## config.mk

```make
export PLATFORM = sky130hd
export DESIGN_NAME = tft_top
export DESIGN_NICKNAME = d
export VERILOG_FILES = /design/src/rtl/tft_top.sv
export SDC_FILE = /design/constraint.sdc
export NUM_CORES = 1
export LEC_CHECK = 0
export BUFFER_PORTS_ARGS = -buffer_cell sky130_fd_sc_hd__clkbuf_2
export CORE_MARGIN = 3
export CORE_UTILIZATION = 40
export DETAILED_ROUTE_END_ITERATION = 16
export PLACE_DENSITY = 0.53
export SYNTH_ARGS = -nofsm -noshare
export SYNTH_HDL_FRONTEND = slang
export SYNTH_SLANG_ARGS = --single-unit
export TNS_END_PERCENT = 100
```

## constraint.sdc

```tcl
create_clock -name clk -period 3.3 [get_ports clk]
set_input_delay 0.66 -clock clk [delete_from_list [all_inputs] [get_ports clk]]
set_output_delay 0.66 -clock clk [all_outputs]
set_load 0.005 [all_outputs]
```

## src/rtl/tft_top.sv

```systemverilog
// SPI bring-up and full-screen fill for an RGB565 TFT panel: hardware reset, sleep-out,
// pixel format/orientation, address window, then one colour (or colour bars with TFT_COLOR_BAR_EN).
module tft_top #(
    parameter int unsigned CLK_HZ       = 50_000_000,
    parameter int unsigned SCK_HALF     = 2,
    parameter int unsigned RST_LOW_CYC  = 1_000,
    parameter int unsigned RST_WAIT_CYC = 250_000,
    parameter int unsigned SLP_WAIT_CYC = 250_000,
    parameter logic [15:0] FILL_COLOR   = 16'hF800,
    parameter int unsigned FILL_COLS    = 240,
    parameter int unsigned FILL_ROWS    = 320
) (
    input  logic clk,
    input  logic rst,
    output logic tft_cs,
    output logic tft_sck,
    output logic tft_rst,
    output logic tft_dc,
    output logic tft_mosi
);

    localparam int unsigned CW = (FILL_COLS > 1) ? $clog2(FILL_COLS) : 1;
    localparam int unsigned RW = (FILL_ROWS > 1) ? $clog2(FILL_ROWS) : 1;

    if (CLK_HZ == 0 || SCK_HALF == 0) begin : g_cfg_check
        $error("tft_top: CLK_HZ and SCK_HALF must be non-zero");
    end

    typedef enum logic [2:0] {
        StRstLow, StRstWait, StSleepOut, StSlpWait, StInit, StWindow, StFill, StDone
    } state_t;

    state_t          state;
    logic [31:0]     cnt;
    logic [3:0]      idx;
    logic            pix_lo;
    logic [CW-1:0]   col;
    logic [RW-1:0]   row;
    logic            busy;
    logic [4:0]      slot;
    logic [7:0]      hcnt;
    logic [6:0]      shift;

    logic [7:0]  tx_byte;
    logic        tx_dc;
    logic [15:0] pix_color;
    logic        send_state, step, cs_rise, tail_end, start;

`ifdef TFT_COLOR_BAR_EN
    logic [2:0] bar;
    always_comb begin
        bar = 3'(col / CW'(30));
        case (bar)
            3'd0:    pix_color = 16'hFFFF;
            3'd1:    pix_color = 16'hFFE0;
            3'd2:    pix_color = 16'h07FF;
            3'd3:    pix_color = 16'h07E0;
            3'd4:    pix_color = 16'hF81F;
            3'd5:    pix_color = 16'hF800;
            3'd6:    pix_color = 16'h001F;
            default: pix_color = 16'h0000;
        endcase
    end
`else
    assign pix_color = FILL_COLOR;
`endif

    always_comb begin
        tx_byte = 8'h00;
        tx_dc   = 1'b0;
        case (state)
            StSleepOut: tx_byte = 8'h11;
            StInit: begin
                case (idx)
                    4'd0:    tx_byte = 8'h3A;
                    4'd1:    tx_byte = 8'h55;
                    4'd2:    tx_byte = 8'h36;
                    4'd3:    tx_byte = 8'h48;
                    default: tx_byte = 8'h29;
                endcase
                tx_dc = (idx == 4'd1) || (idx == 4'd3);
            end
            StWindow: begin
                case (idx)
                    4'd0:    tx_byte = 8'h2A;
                    4'd4:    tx_byte = 8'hEF;
                    4'd5:    tx_byte = 8'h2B;
                    4'd8:    tx_byte = 8'h01;
                    4'd9:    tx_byte = 8'h3F;
                    4'd10:   tx_byte = 8'h2C;
                    default: tx_byte = 8'h00;
                endcase
                tx_dc = !((idx == 4'd0) || (idx == 4'd5) || (idx == 4'd10));
            end
            StFill: begin
                tx_byte = pix_lo ? pix_color[7:0] : pix_color[15:8];
                tx_dc   = 1'b1;
            end
            default: ;
        endcase
    end

    // Slots are SCK_HALF long: 0 setup, 1..16 bit high/low halves, 17..18 cs-high gap.
    assign send_state = (state == StSleepOut) || (state == StInit) ||
                        (state == StWindow) || (state == StFill);
    assign step     = busy && (hcnt == 8'(SCK_HALF - 1));
    assign cs_rise  = step && (slot == 5'd16);
    assign tail_end = step && (slot == 5'd18);
    assign start    = send_state && (!busy || tail_end);

    always_ff @(posedge clk or posedge rst) begin
        if (rst) begin
            state    <= StRstLow;
            cnt      <= '0;
            idx      <= '0;
            pix_lo   <= 1'b0;
            col      <= '0;
            row      <= '0;
            busy     <= 1'b0;
            slot     <= '0;
            hcnt     <= '0;
            shift    <= '0;
            tft_cs   <= 1'b1;
            tft_sck  <= 1'b0;
            tft_rst  <= 1'b0;
            tft_dc   <= 1'b0;
            tft_mosi <= 1'b0;
        end else begin
            if (start) begin
                busy     <= 1'b1;
                slot     <= '0;
                hcnt     <= '0;
                tft_cs   <= 1'b0;
                tft_sck  <= 1'b0;
                tft_dc   <= tx_dc;
                tft_mosi <= tx_byte[7];
                shift    <= tx_byte[6:0];
            end else if (tail_end) begin
                busy     <= 1'b0;
                slot     <= '0;
                hcnt     <= '0;
                tft_dc   <= 1'b0;
                tft_mosi <= 1'b0;
            end else if (step) begin
                hcnt <= '0;
                slot <= slot + 5'd1;
                if (slot < 5'd15) begin
                    if (!slot[0]) begin
                        tft_sck <= 1'b1;
                    end else begin
                        tft_sck  <= 1'b0;
                        tft_mosi <= shift[6];
                        shift    <= {shift[5:0], 1'b0};
                    end
                end else if (slot == 5'd15) begin
                    tft_sck <= 1'b0;
                end else if (slot == 5'd16) begin
                    tft_cs <= 1'b1;
                end
            end else if (busy) begin
                hcnt <= hcnt + 8'd1;
            end

            case (state)
                StRstLow: begin
                    if (cnt == 32'(RST_LOW_CYC - 1)) begin
                        cnt     <= '0;
                        tft_rst <= 1'b1;
                        state   <= StRstWait;
                    end else begin
                        cnt <= cnt + 32'd1;
                    end
                end
                StRstWait: begin
                    if (cnt == 32'(RST_WAIT_CYC - 1)) begin
                        cnt   <= '0;
                        state <= StSleepOut;
                    end else begin
                        cnt <= cnt + 32'd1;
                    end
                end
                StSleepOut: if (cs_rise) state <= StSlpWait;
                StSlpWait: begin
                    if (!busy) begin
                        if (cnt == 32'(SLP_WAIT_CYC - 1)) begin
                            cnt   <= '0;
                            idx   <= '0;
                            state <= StInit;
                        end else begin
                            cnt <= cnt + 32'd1;
                        end
                    end
                end
                StInit: begin
                    if (cs_rise) begin
                        if (idx == 4'd4) begin
                            idx   <= '0;
                            state <= StWindow;
                        end else begin
                            idx <= idx + 4'd1;
                        end
                    end
                end
                StWindow: begin
                    if (cs_rise) begin
                        if (idx == 4'd10) begin
                            idx    <= '0;
                            pix_lo <= 1'b0;
                            col    <= '0;
                            row    <= '0;
                            state  <= StFill;
                        end else begin
                            idx <= idx + 4'd1;
                        end
                    end
                end
                StFill: begin
                    if (cs_rise) begin
                        pix_lo <= !pix_lo;
                        if (pix_lo) begin
                            if (col == CW'(FILL_COLS - 1)) begin
                                col <= '0;
                                if (row == RW'(FILL_ROWS - 1)) begin
                                    state <= StDone;
                                end else begin
                                    row <= row + RW'(1);
                                end
                            end else begin
                                col <= col + CW'(1);
                            end
                        end
                    end
                end
                default: ;
            endcase
        end
    end

endmodule

```

==> metrics.csv <==
metric,value,unit
status,completed,
finalWorstSetupSlack,0.587,ns
post-cts-setup-buffer-count,0,
setup_tns,0,ns
tritoncts_num_sinks,83,
holdCritPathClass,in -> async,
cts_buffers,9,
cts.path.max_buffers,2,
drtAntennaViolNets,0,
yosysMostFrequentCell,sky130_fd_sc_hd__dfrtp_1,
end_kind,register,
cellLeakagePower,2.34,nW
p_per_area,376,nW/um2
avgRoutedWirePerCell,15.2,um
synth-warning-count,0,
met2_wirelength,4.63,mm
r2r.worst_path.cells,8,
final_nets,554,
critical_path.reg2reg.startpoint,hcnt[1],
timing.final.hold_violations,0,
grt_max_degree,50,
port-buffer-count,6,
cts-root-buf,sky130_fd_sc_hd__clkbuf_16,
area_of_the_core_region,11500,um2
antenna_cells,0,
rsz0062_at_grt,no,
finalNonFillerCells,683,
synth_nets,541,
setup_violations,0,
synth_top_area_cell,sky130_fd_sc_hd__dfrtp_1,
drive_above_1_share,0.0759,
worst_slew_margin_rel,0.246,
initial_drc_count,272,
placement_rows,39,
regToRegEndpoint,shift[5],
synth_top_cells_by_count,"sky130_fd_sc_hd__dfrtp_1, sky130_fd_sc_hd__nand2_1, sky130_fd_sc_hd__nor2_1",
grt_first_pass_wirelength,17.8,mm
globalRouteTotalUtil,0.169,
gp_congestion,0.876,
synth_seq_area_share,0.437,
drv.max_cap_violation_count,0,
post-route-period-util,0.822,
grt_pass1_vias,3539,
worst-path-max-fanout,16,
dominantRegCellSynth,sky130_fd_sc_hd__dfrtp_1,
highest-signal-layer,met4,
tritoncts,done,
drt_wl_total,10.4,mm
num_vias,3756,
cts_h_tree_lvls,3,
worst_ir_drop_vdd,0.318,mV
post_synthesis_register_bit_count,83,
die-height,115,um
multi_input_logic_area,2570,um2
ios,7,
post-dp-hpwl,7.28,mm
timing.critical_path.required,3.59,ns
synthTopCellsByArea,"sky130_fd_sc_hd__dfrtp_1, sky130_fd_sc_hd__xor2_1, sky130_fd_sc_hd__ha_1, sky130_fd_sc_hd__nand3_1, sky130_fd_sc_hd__nand2_1",
layout-area-overhead-vs-synth,10.8,%
fillCellCount,1100,
antenna_found_initial,0,
worstPathArrival,3.00,ns
synth_largest_type_area_fraction,0.432,
globalRouteOverflowTotal,0,
async_flop_share,1.00,
die_width,115,um
worst-setup-path-type,reg -> reg,
detailed_routing_iteration_count_for_the_pre_antenna_repair_pass,4,
synthCells,522,
syn_area,4750,um2
floorplan.die_area,13200,um2
p_total,0.00198,W
critPathLaunchType,register,
drc,0,
regArea,2080,um2
post_synth_edffs,0,
clkTransAtPathRegs,0.06,ns
met1_length,5.23,mm
clk_latency_worst_skew_pair,0.35,ns
synthesis.area_per_instance,9.10,um2
fin_skew,0.00546,ns
cts.hold.buffers_added,0,
post-place-ws,0.594,ns
tightest_slew,1.13,ns
initial_utilization,0.413,
timing.reg2reg.setup_slack,0.59,ns
instance_count_after_placement_with_tap_cells_included,667,
fmax,369,MHz
dr_wl_met3,295,um
timing.final.crit_period,2.71,ns
yosys.cell_types.count,59,
post_cts.resized_instances,0,
maxSlewViolCount,0,
vias_per_cell,5.50,
-- placed cells by master, fill, tap and decap left out, types with 14 or more instances in the layout --
master / instances
sky130_fd_sc_hd__a21oi_1: 15
sky130_fd_sc_hd__nor3_1: 18
sky130_fd_sc_hd__xor2_1: 28
sky130_fd_sc_hd__and3_1: 18
sky130_fd_sc_hd__dfrtp_1: 82
sky130_fd_sc_hd__o21ai_0: 39
sky130_fd_sc_hd__inv_1: 14
sky130_fd_sc_hd__nor2_1: 54
sky130_fd_sc_hd__nand3_1: 42
sky130_fd_sc_hd__nand2_1: 55
sky130_fd_sc_hd__xnor2_1: 15
sky130_fd_sc_hd__ha_1: 17
-- critical path, stage by stage (launching register included) --
cell and delay (ns):
sky130_fd_sc_hd__dfrtp_1 0.40, sky130_fd_sc_hd__inv_1 0.08, sky130_fd_sc_hd__ha_1 0.14, sky130_fd_sc_hd__and4bb_1 0.30, sky130_fd_sc_hd__nand4_1 0.21, sky130_fd_sc_hd__a21oi_1 0.95
sky130_fd_sc_hd__nor2_1 0.12, sky130_fd_sc_hd__a311oi_1 0.34, sky130_fd_sc_hd__a21o_1 0.12
-- how the worst max path moves through the flow --
stage                 start        to  slack [ns]  cells after the start
floorplan               rst      busy        0.50                      1
global placement     idx[0]  state[1]        0.70                      8
detailed placement  hcnt[1]  shift[5]        0.59                      8
CTS                 hcnt[1]  shift[5]        0.59                      8
global route        hcnt[1]  shift[5]        0.25                      8
finish              hcnt[1]  shift[5]        0.59                      8
-- through the flow --
step                      instance area, um2  utilization  hold WS (ns)
after floorplan                         4750            -         0.443
after global placement                  4990        0.433         0.457
after detailed placement                4990        0.433         0.464
after CTS                               5270        0.457         0.370
after global routing                    5270        0.457         0.405
final                                   5270        0.457         0.354
-- layer usage --
layer	GRT usage	up-vias
met5	0	-
li1	-	1903
met3	0.0405	14
met4	0.0775	0
met1	0.240	1782
met2	0.245	57
-- registers in the layout, indices dropped and copies added, names as in the netlist --
name      count
col           8
idx           4
tft_dc        1
state         3
slot          5
tft_rst       1
pix_lo        1
tft_cs        1
row           9
cnt          32
tft_sck       1
hcnt          8
shift         7
busy          1
tft_mosi      1
-- power breakdown --
part | leakage [nW] | internal (W) | switching [W]
registers | 1.14 | 0.00102 | 0
logic | 1.07 | 0.00000301 | 0.0000204
clock network | 0.137 | 0.000549 | 0.000391
total | 2.34 | 0.00157 | 0.000411
-- cells by family (layout without fill, tap and decap cells) --
family | count (synthesis) | in the layout | share of synthesized area
simple gates | 245 | 245 | 0.267
mux | 8 | 8 | 0.0174
buf+inv | 28 | 46 | 0.0226
xor+xnor | 43 | 43 | 0.0793
flops | 83 | 83 | 0.437
compound gates | 98 | 98 | 0.132
fa+ha+maj | 17 | 17 | 0.0448
-- layout make-up --
class | count | share of cell area
clock buffers | 14 | 0.0501
repair buffers | 15 | 0.0209
inverters | 15 | 0.0109
well taps | 143 | 0.0340
flip-flops and latches | 83 | 0.395
multi-input cells | 411 | 0.487
clock inverters | 2 | 0.00190
Note: power is estimated with default switching activity, not from simulation.
